--- src/rtl/ula_pkg.sv ---
// ula_pkg: shared width, opcode encoding and result type for the ula datapath.
package ula_pkg;
   localparam int DATA_WIDTH = 8;
   typedef enum logic [2:0] {
      OP_ADD = 3'b000,
      OP_SUB = 3'b001,
      OP_AND = 3'b010,
      OP_OR  = 3'b011,
      OP_XOR = 3'b100,
      OP_NOT = 3'b101,
      OP_SHL = 3'b110,
      OP_SHR = 3'b111
   } ula_op_e;
   typedef struct packed {
      logic                  carry;
      logic [DATA_WIDTH-1:0] data;
   } ula_res_t;
endpackage

--- src/rtl/ula_alu.sv ---
// ula_alu: combinational opcode decode and arithmetic; result is packed {carry, data}.
module ula_alu
   import ula_pkg::*;
(
   input  logic [2:0]            op_i,
   input  logic [DATA_WIDTH-1:0] a_i,
   input  logic [DATA_WIDTH-1:0] b_i,
   output logic [DATA_WIDTH:0]   res_o
);
   ula_res_t res;
   logic [DATA_WIDTH:0] sum, diff;
   // One extra bit on each operand turns its MSB into carry-out / borrow.
   assign sum  = {1'b0, a_i} + {1'b0, b_i};
   assign diff = {1'b0, a_i} - {1'b0, b_i};
   always_comb begin
      res = '0;
      case (ula_op_e'(op_i))
         OP_ADD: res = ula_res_t'(sum);
         OP_SUB: res = ula_res_t'(diff);
         OP_AND: res.data = a_i & b_i;
         OP_OR:  res.data = a_i | b_i;
         OP_XOR: res.data = a_i ^ b_i;
         OP_NOT: res.data = ~a_i;
         OP_SHL: res = ula_res_t'({a_i, 1'b0});
         OP_SHR: res = ula_res_t'({a_i[0], 1'b0, a_i[DATA_WIDTH-1:1]});
         default: res = '0;
      endcase
   end
   assign res_o = res;
endmodule

--- src/rtl/ula_pipe.sv ---
// ula_pipe: two-stage ALU pipeline (input registers, ALU + output registers) with a
// valid shift register; rst is asynchronous and active-low.
module ula_pipe
   import ula_pkg::*;
#(
   parameter int DATA_WIDTH = ula_pkg::DATA_WIDTH
) (
   input  logic                  clk,
   input  logic                  rst,
   input  logic [2:0]            op_selector,
   input  logic [DATA_WIDTH-1:0] i_data_a,
   input  logic [DATA_WIDTH-1:0] i_data_b,
   output logic                  o_data_valid,
   output logic [DATA_WIDTH-1:0] o_data_result,
   output logic                  o_data_carryout
);
   logic [2:0]            op_q;
   logic [DATA_WIDTH-1:0] a_q, b_q;
   logic [1:0]            vld_q, vld_d;
   logic [DATA_WIDTH:0]   alu_res;
   ula_res_t              res_q, res_d;
   ula_alu u_alu (
      .op_i  (op_q),
      .a_i   (a_q),
      .b_i   (b_q),
      .res_o (alu_res)
   );
   // Outputs stay zero until stage 1 holds a genuinely sampled operation.
   always_comb begin
      vld_d = {vld_q[0], 1'b1};
      res_d = vld_q[0] ? ula_res_t'(alu_res) : '0;
   end
   always_ff @(posedge clk or negedge rst) begin
      if (!rst) begin
         op_q  <= '0;
         a_q   <= '0;
         b_q   <= '0;
         vld_q <= '0;
         res_q <= '0;
      end else begin
         op_q  <= op_selector;
         a_q   <= i_data_a;
         b_q   <= i_data_b;
         vld_q <= vld_d;
         res_q <= res_d;
      end
   end
   assign o_data_valid    = vld_q[1];
   assign o_data_result   = res_q.data;
   assign o_data_carryout = res_q.carry;
endmodule

--- config.mk ---
export PLATFORM = sky130hd
export DESIGN_NAME = ula_pipe
export DESIGN_NICKNAME = d
export VERILOG_FILES = /design/src/rtl/ula_pkg.sv /design/src/rtl/ula_alu.sv /design/src/rtl/ula_pipe.sv
export SDC_FILE = /design/constraint.sdc
export NUM_CORES = 1
export LEC_CHECK = 0
export ABC_AREA = 1
export CAP_MARGIN = 25
export CORE_ASPECT_RATIO = 0.9
export CORE_MARGIN = 5
export CORE_UTILIZATION = 35
export DETAILED_ROUTE_END_ITERATION = 10
export HOLD_SLACK_MARGIN = 0.15
export MAX_ROUTING_LAYER = met4
export PLACE_DENSITY = 0.61
export SYNTH_ARGS = -nofsm -noshare
export SYNTH_HDL_FRONTEND = slang
export SYNTH_SLANG_ARGS = --single-unit
--- constraint.sdc ---
create_clock -name clk -period 1.59 [get_ports clk]
set_input_delay 0.318 -clock clk [delete_from_list [all_inputs] [get_ports clk]]
set_output_delay 0.318 -clock clk [all_outputs]
set_load 0.05 [all_outputs]
==> results of run 1 <==
## cells in the final DEF (no fill, tap or decap), drive strengths merged
| master | n |
|---|---|
| buf | 69 |
| nand2 | 66 |
| inv | 47 |
| dfrtp | 30 |
| nor2 | 26 |
| ha | 26 |
| nand3 | 21 |
| clkdlybuf4s50 | 20 |
| a21oi | 19 |
| o21ai | 14 |
| nand4 | 7 |
| clkbuf | 7 |
| o211ai | 5 |
| nor3 | 4 |
| a22oi | 3 |
| xor2 | 2 |
| fa | 2 |
| or2 | 2 |
| clkinv | 2 |
| clkinvlp | 1 |
| o21a | 1 |
| o21bai | 1 |
| o22ai | 1 |
| xnor2 | 1 |
| a31oi | 1 |
| conb | 1 |
## worst max path at each step
| stage | start | endpoint | slack (ns) |
|---|---|---|---|
| 3_5_place_dp | a_q[0] | o_data_result[6] | -0.22 |
| 5_1_grt | a_q[0] | o_data_result[6] | -0.28 |
| 6_report | b_q[0] | o_data_result[6] | -0.17 |
| 3_3_place_gp | a_q[0] | o_data_result[6] | -0.15 |
| 4_1_cts | a_q[0] | o_data_result[6] | -0.14 |
| 2_1_floorplan | a_q[0] | o_data_result[4] | -0.008 |
## routing by layer
layer  GRT usage  wire (microns)
met1      0.2248            2926
met2      0.2793            3159
met5           -               0
met4     0.07190              93
met3     0.02778             400
## layout make-up
| cell class | instances | area, sq um | area share |
|---|---|---|---|
| Multi-Input combinational cell | 203 | 1448 | 0.4356 |
| Tap cell | 72 | 90.09 | 0.02711 |
| Timing Repair Buffer | 89 | 749.5 | 0.2255 |
| Clock buffer | 7 | 86.33 | 0.02598 |
| Clock inverter | 1 | 5.005 | 0.001506 |
| Inverter | 49 | 192.7 | 0.05798 |
| Sequential cell | 30 | 752.0 | 0.2263 |
## worst max-delay path: cells and delay by family, from the launching register on
family	cells	cell delay [ns]
AO/OA/AOI/OAI	1	0.12
flip-flops	1	0.42
adder cells (fa/ha/maj)	2	0.56
AND/OR/NAND/NOR	7	0.46
buffers and inverters	2	0.11
## stage by stage
stage	hold slack, ns	setup WS [ns]	cell area, sq um
final	0.4180	-0.1677	3323
after global routing	0.4491	-0.2805	3323
after CTS	0.4305	-0.1399	3085
after detailed placement	0.5808	-0.2244	2879
after global placement	0.5790	-0.1471	2879
after floorplan	0.02241	-0.007995	2171
## kinds of logic after synthesis
group	Yosys count
xor gates and xnor gates	3
other	1
adders and majority gates	28
AOI/OAI and AO/OA	45
buffers and inverters	52
DFF	30
and+or+nand+nor	126
## power breakdown
group	internal, mW	switching [mW]	total (mW)
logic	0.376	0.471	0.848
registers	0.811	0.0335	0.845
clock network	0.349	0.297	0.646
total	1.54	0.802	2.34
## sequential cells by signal (all words and copies together) (netlist names)
signal,cells
a_q,8
b_q,8
o_data_carryout,1
o_data_result,8
op_q,3
vld_q,2
## timing repair
action | in CTS | in global routing
pin swaps | 11 | 21
resized for setup | 26 | 49
setup endpoints to repair | 8 | 8
buffers inserted | 2 | 11
==> reports/qor.csv, run 1 <==
metric,value,unit
core area,0.006047,sq mm
clock sinks,30,
Initial DRC Count,224,
cell taking the most area after synthesis,dfrtp_1,
Num CTS Buffers,5,
Hold Crit Class,input port to async pin,
via count,2266,
Setup crit end kind,flip-flop,
crit-path cells,ha_2 -> inv_2 -> fa_2 -> inv_2 -> nand3_2 -> nand2_4 -> nand2_2 -> nand2_1 -> nand2_1 -> nand3_1 -> nand2_1 -> a21oi_1,
Antenna Cells,0,
vias in the first global route,2154,
reg2reg start,b_q[0],
synthesized cell area,0.002161,sq mm
overall die width,92.83,microns
remaining global-route overflow,0,
crit-path max cell delay,0.42,ns
"count leader, synth",nand2_1,
die footprint,0.007847,sq mm
worst path arrival time,1.98,ns
Final Routed Wirelength,6579,microns
"Distinct cells, synth",30,
Mapped Avg Cell Area,7.582,sq um
Fill cells,549,
synth top area cells,"dfrtp_1, ha_1, nand2_1, inv_1, nand3_1",
TNS Setup,-0.7056,ns
largest net degree at the start of global routing,31,
Max IR drop VDD,0.3342,mV
compound-cell area share of the yosys netlist,0.1187,
synthesized instance count,285,
top-area cell type share of the netlist area,0.3474,
syn nets,334,
Via density,5.024,
Post-Synth Simple-Gate Area,0.2588,
xor and xnor area share after synthesis,0.01216,
clock transition at the registers of the reported paths,0.07,ns
Initial Util,0.3573,
static leakage,1.627,nW
cts hold-fix bufs,0,
Total GRT Usage,0.1765,
Slowest cell on crit path,dfrtp_1,
initial antenna violation count,0,
Area Growth Syn to Fin,53.79,%
critical path launch point type,flip-flop,
root buffer cell,clkbuf_8,
insertion delay to the later sink of the worst-skew pair,0.29,ns
power after layout,2.338,mW
TritonCTS clock tree,yes,
"Hold Violations, Final",0,
outcome,"complete, but fails checks",
Max clock buf depth,2,
FMAX,568.9,MHz
failing checks,setup timing,
RSZ-0062 raised after global routing,true,
dpl hpwl,4685,microns
skew final,0.006605,ns
nets,427,
Max-Cap Viols,0,
Setup CP Type,flip-flop to flip-flop,
I/O pins,31,
Final WS setup,-0.1677,ns
sequential area share after synthesis,0.3474,
non-filler cells in the finished layout,451,
reg-to-reg endpoint,o_data_result[6],
H-tree depth,2,
final setup vio count,6,
Synth top cells by count,"nand2_1, inv_1, dfrtp_1",
first-pass GRT wire length,10510,microns
Routed WL per cell,14.59,microns
ys async rst share,1.000,
critical path peak fanout,4,
adder-cell share of the synthesized area,0.1691,
GPL Wtd Cong,0.9133,
Reg2Reg Setup Slack,-0.17,ns
worst r2r path cells,12,
layout cells sized above 1,0.3958,
Final min period,1.758,ns
Post-synth EDFFs,0,
Slew Limit Fails,0,
Final Util,0.5496,
Final Cycle Share,1.105,
mux contribution to synthesized area,0,
Port-buffer cells,30,
Die Ht,84.54,microns
"most used cell, CP",nand2_1,
Synthesis Warnings,0,
CP Data Required Time,1.81,ns
main flop type after synthesis,dfrtp_1,
power per standard cell area,703.6,mW/mm^2
Placed Cells,432,
Row Count,27,
Residual DRC,0,
Pre-Repair DR Iteration Count,5,
post-route ant nets,0,
largest family of logic cells by synthesized area,simple AND/OR/NAND/NOR gates,
Seq cells post-synth,30,
Power figures use the tool's default switching activity.
==> inputs of run 2 (changes only) <==
--- a/config.mk
+++ b/config.mk
@@ -16,4 +16,5 @@
 export PLACE_DENSITY = 0.61
 export SYNTH_ARGS = -nofsm -noshare
 export SYNTH_HDL_FRONTEND = slang
+export SYNTH_HIERARCHICAL = 1
 export SYNTH_SLANG_ARGS = --single-unit
==> reports/qor.csv, run 2 <==
metric,value,unit,change
post-route ant nets,0,,unchanged
design area,0.003273,sq mm,-1.5%
"Distinct cells, synth",26,,-13%
main flop type after synthesis,dfrtp_1,,
synth top area cells,"dfrtp_1, ha_1, nand2_1, inv_1, nand3_1",,
Initial Util,0.3576,,about the same
synthesized instance count,294,,+3.2%
static leakage,1.689,nW,+3.8%
overall die width,93.09,microns,+0.28%
outcome,"complete, but fails checks",,
cell taking the most area after synthesis,dfrtp_1,,
initial antenna violation count,0,,unchanged
Max-Cap Viols,0,,unchanged
hold slack,0.4094,ns,-0.008626 ns
Final WS setup,-0.1684,ns,-0.0007160 ns
Slowest cell on crit path,dfrtp_1,,
Routed WL per cell,13.88,microns,-4.8%
core area,0.006081,sq mm,+0.56%
crit-path leading delay family,adder cells,,
Final Cycle Share,1.106,,about the same
FMAX,568.7,MHz,about the same
Synth top cells by count,"nand2_1, inv_1, nand3_1",,
CP Data Required Time,1.76,ns,-0.05 ns
Slew Limit Fails,0,,unchanged
Area Growth Syn to Fin,50.52,%,
clock transition at the registers of the reported paths,0.07,ns,about the same
insertion delay to the later sink of the worst-skew pair,0.29,ns,about the same
"Hold Violations, Final",0,,unchanged
Final Routed Wirelength,6262,microns,-4.8%
Post-synth EDFFs,0,,unchanged
met1 wire length,2873,microns,-1.8%
Synthesis Warnings,6,,+6
crit-path cells,inv_2 -> ha_2 -> fa_2 -> inv_2 -> nand3_2 -> nand2_2 -> nand4_1 -> nand3_1 -> nand3_1 -> nand2_1 -> inv_1,,
"most common cell after layout, fill and taps aside",buf_4,,
crit-path max cell delay,0.40,ns,-0.02 ns
worst path arrival time,1.93,ns,-0.05 ns
vias in the first global route,2191,,+1.7%
critical path peak fanout,3,,-1
Row Count,27,,unchanged
Max clock buf depth,2,,unchanged
largest net degree at the start of global routing,31,,unchanged
reg2reg start,a_q[0],,
Final min period,1.758,ns,+0.0007160 ns
non-filler cells in the finished layout,451,,unchanged
Hold Crit Class,input port to async pin,,
remaining global-route overflow,0,,unchanged
Initial DRC Count,128,,-43%
max layer used,met4,,
final setup vio count,7,,+1
"commonest non-fill, non-tap cells in the layout","buf_4, nand2_1, inv_1",,
syn nets,342,,+2.4%
top-area cell type share of the netlist area,0.3452,,-0.002199
Seq cells post-synth,30,,unchanged
power per standard cell area,712.0,mW/mm^2,+1.2%
Antenna Cells,0,,unchanged
die footprint,0.007891,sq mm,+0.56%
worst path buffer plus inverter count,3,,+1
Port-buffer cells,30,,unchanged
dpl hpwl,4698,microns,+0.28%
reg-to-reg endpoint,o_data_carryout,,
Post-Place Cell Area,0.002890,sq mm,+0.39%
Setup crit end kind,flip-flop,,
met2 WL,2875,microns,-9.0%
Placed Cells,437,,+1.2%
first-pass GRT wire length,10020,microns,-4.7%
I/O pins,31,,unchanged
worst r2r path cells,11,,-1
Reg2Reg Setup Slack,-0.17,ns,about the same
root buffer cell,clkbuf_8,,
Setup CP Type,flip-flop to flip-flop,,
Via density,4.993,,-0.62%
"count leader, synth",nand2_1,,
WL met3,384,microns,-4.0%
synthesized cell area,0.002175,sq mm,+0.64%
Mapped Avg Cell Area,7.397,sq um,-2.4%
Total GRT Usage,0.1649,,-0.01159
TritonCTS clock tree,yes,,
failing checks,setup timing,,
layout cells sized above 1,0.3773,,-0.01847
sequential area share after synthesis,0.3452,,-0.002199
Residual DRC,0,,unchanged
Pre-Repair DR Iteration Count,4,,-1
Fill cells,554,,+0.91%
GPL Wtd Cong,0.9102,,-0.34%
nets,426,,-0.23%
via count,2252,,-0.62%
skew final,0.01154,ns,+0.004936 ns
H-tree depth,2,,unchanged
critical path launch point type,flip-flop,,
RSZ-0062 raised after global routing,true,,
Die Ht,84.78,microns,+0.28%
cts hold-fix bufs,0,,unchanged
ys async rst share,1.000,,unchanged
clock sinks,30,,unchanged
Max IR drop VDD,0.4768,mV,+43%
Num CTS Buffers,5,,unchanged
[run 2: cell type report]
class / count / area (sq um) / share of cell area
Multi-Input combinational cell: 199 / 1426 / 0.4358
Tap cell: 72 / 90.09 / 0.02752
Timing Repair Buffer: 84 / 691.9 / 0.2114
Inverter: 58 / 220.2 / 0.06728
Sequential cell: 30 / 753.2 / 0.2301
Clock buffer: 7 / 86.33 / 0.02638
Clock inverter: 1 / 5.005 / 0.001529
[run 2: worst max path at each step]
stage	slack, ns	to	cells past startpoint	startpoint
2_1_floorplan	-0.003	o_data_result[6]	11	a_q[5]
3_3_place_gp	-0.13	o_data_result[6]	11	a_q[5]
3_5_place_dp	-0.16	o_data_result[6]	9	b_q[3]
4_1_cts	-0.13	o_data_carryout	11	a_q[0]
5_1_grt	-0.25	o_data_result[4]	11	a_q[0]
6_report	-0.17	o_data_carryout	11	a_q[0]
[run 2: layer usage]
| metal | vias up | global-route usage |
|---|---|---|
| met1 | 1038 | 0.2154 |
| met3 | 17 | 0.03495 |
| li1 | 1104 | - |
| met4 | 0 | 0.06658 |
| met5 | - | - |
| met2 | 93 | 0.2479 |
[run 2: power by group]
group | total (mW) | internal (mW) | leakage [nW] | switching (mW)
Combinational | 0.849 | 0.377 | 1.28 | 0.471
Clock | 0.638 | 0.349 | 0.0482 | 0.289
Sequential | 0.844 | 0.812 | 0.361 | 0.0320
[run 2: timing repair]
action	CTS	global route
gates resized for setup	26	45
buffers inserted	0	6
endpoints found under the setup margin	8	9
pin swaps	6	18
endpoints found under the hold margin	0	0
[run 2: cells by family after synthesis]
| family | count (synthesis) | share of synthesized area |
|---|---|---|
| flip-flops | 30 | 0.3452 |
| buffers and inverters | 65 | 0.1191 |
| other | 1 | 0.001724 |
| AND/OR/NAND/NOR | 139 | 0.2785 |
| XOR/XNOR | 2 | 0.008057 |
| adder cells (fa/ha/maj) | 27 | 0.1623 |
| AO/OA/AOI/OAI | 30 | 0.08515 |
[run 2: worst register-to-register path: stages, from the launching register on]
cell	delay, ns
dfrtp_1	0.40
inv_2	0.06
ha_2	0.21
fa_2	0.35
inv_2	0.08
nand3_2	0.09
nand2_2	0.08
nand4_1	0.09
nand3_1	0.08
nand3_1	0.09
nand2_1	0.08
inv_1	0.04
[run 2: stage by stage]
step / setup TNS (ns) / power [mW] / utilization / setup slack (ns)
after floorplan: -0.003366 / 1.265 / - / -0.003366
after global placement: -0.4670 / 1.564 / 0.4753 / -0.1253
after detailed placement: -0.5505 / 1.573 / 0.4753 / -0.1632
after CTS: -0.3541 / 2.256 / 0.5058 / -0.1347
after global routing: -1.430 / 2.474 / 0.5383 / -0.2512
final: -0.6037 / 2.330 / 0.5383 / -0.1684
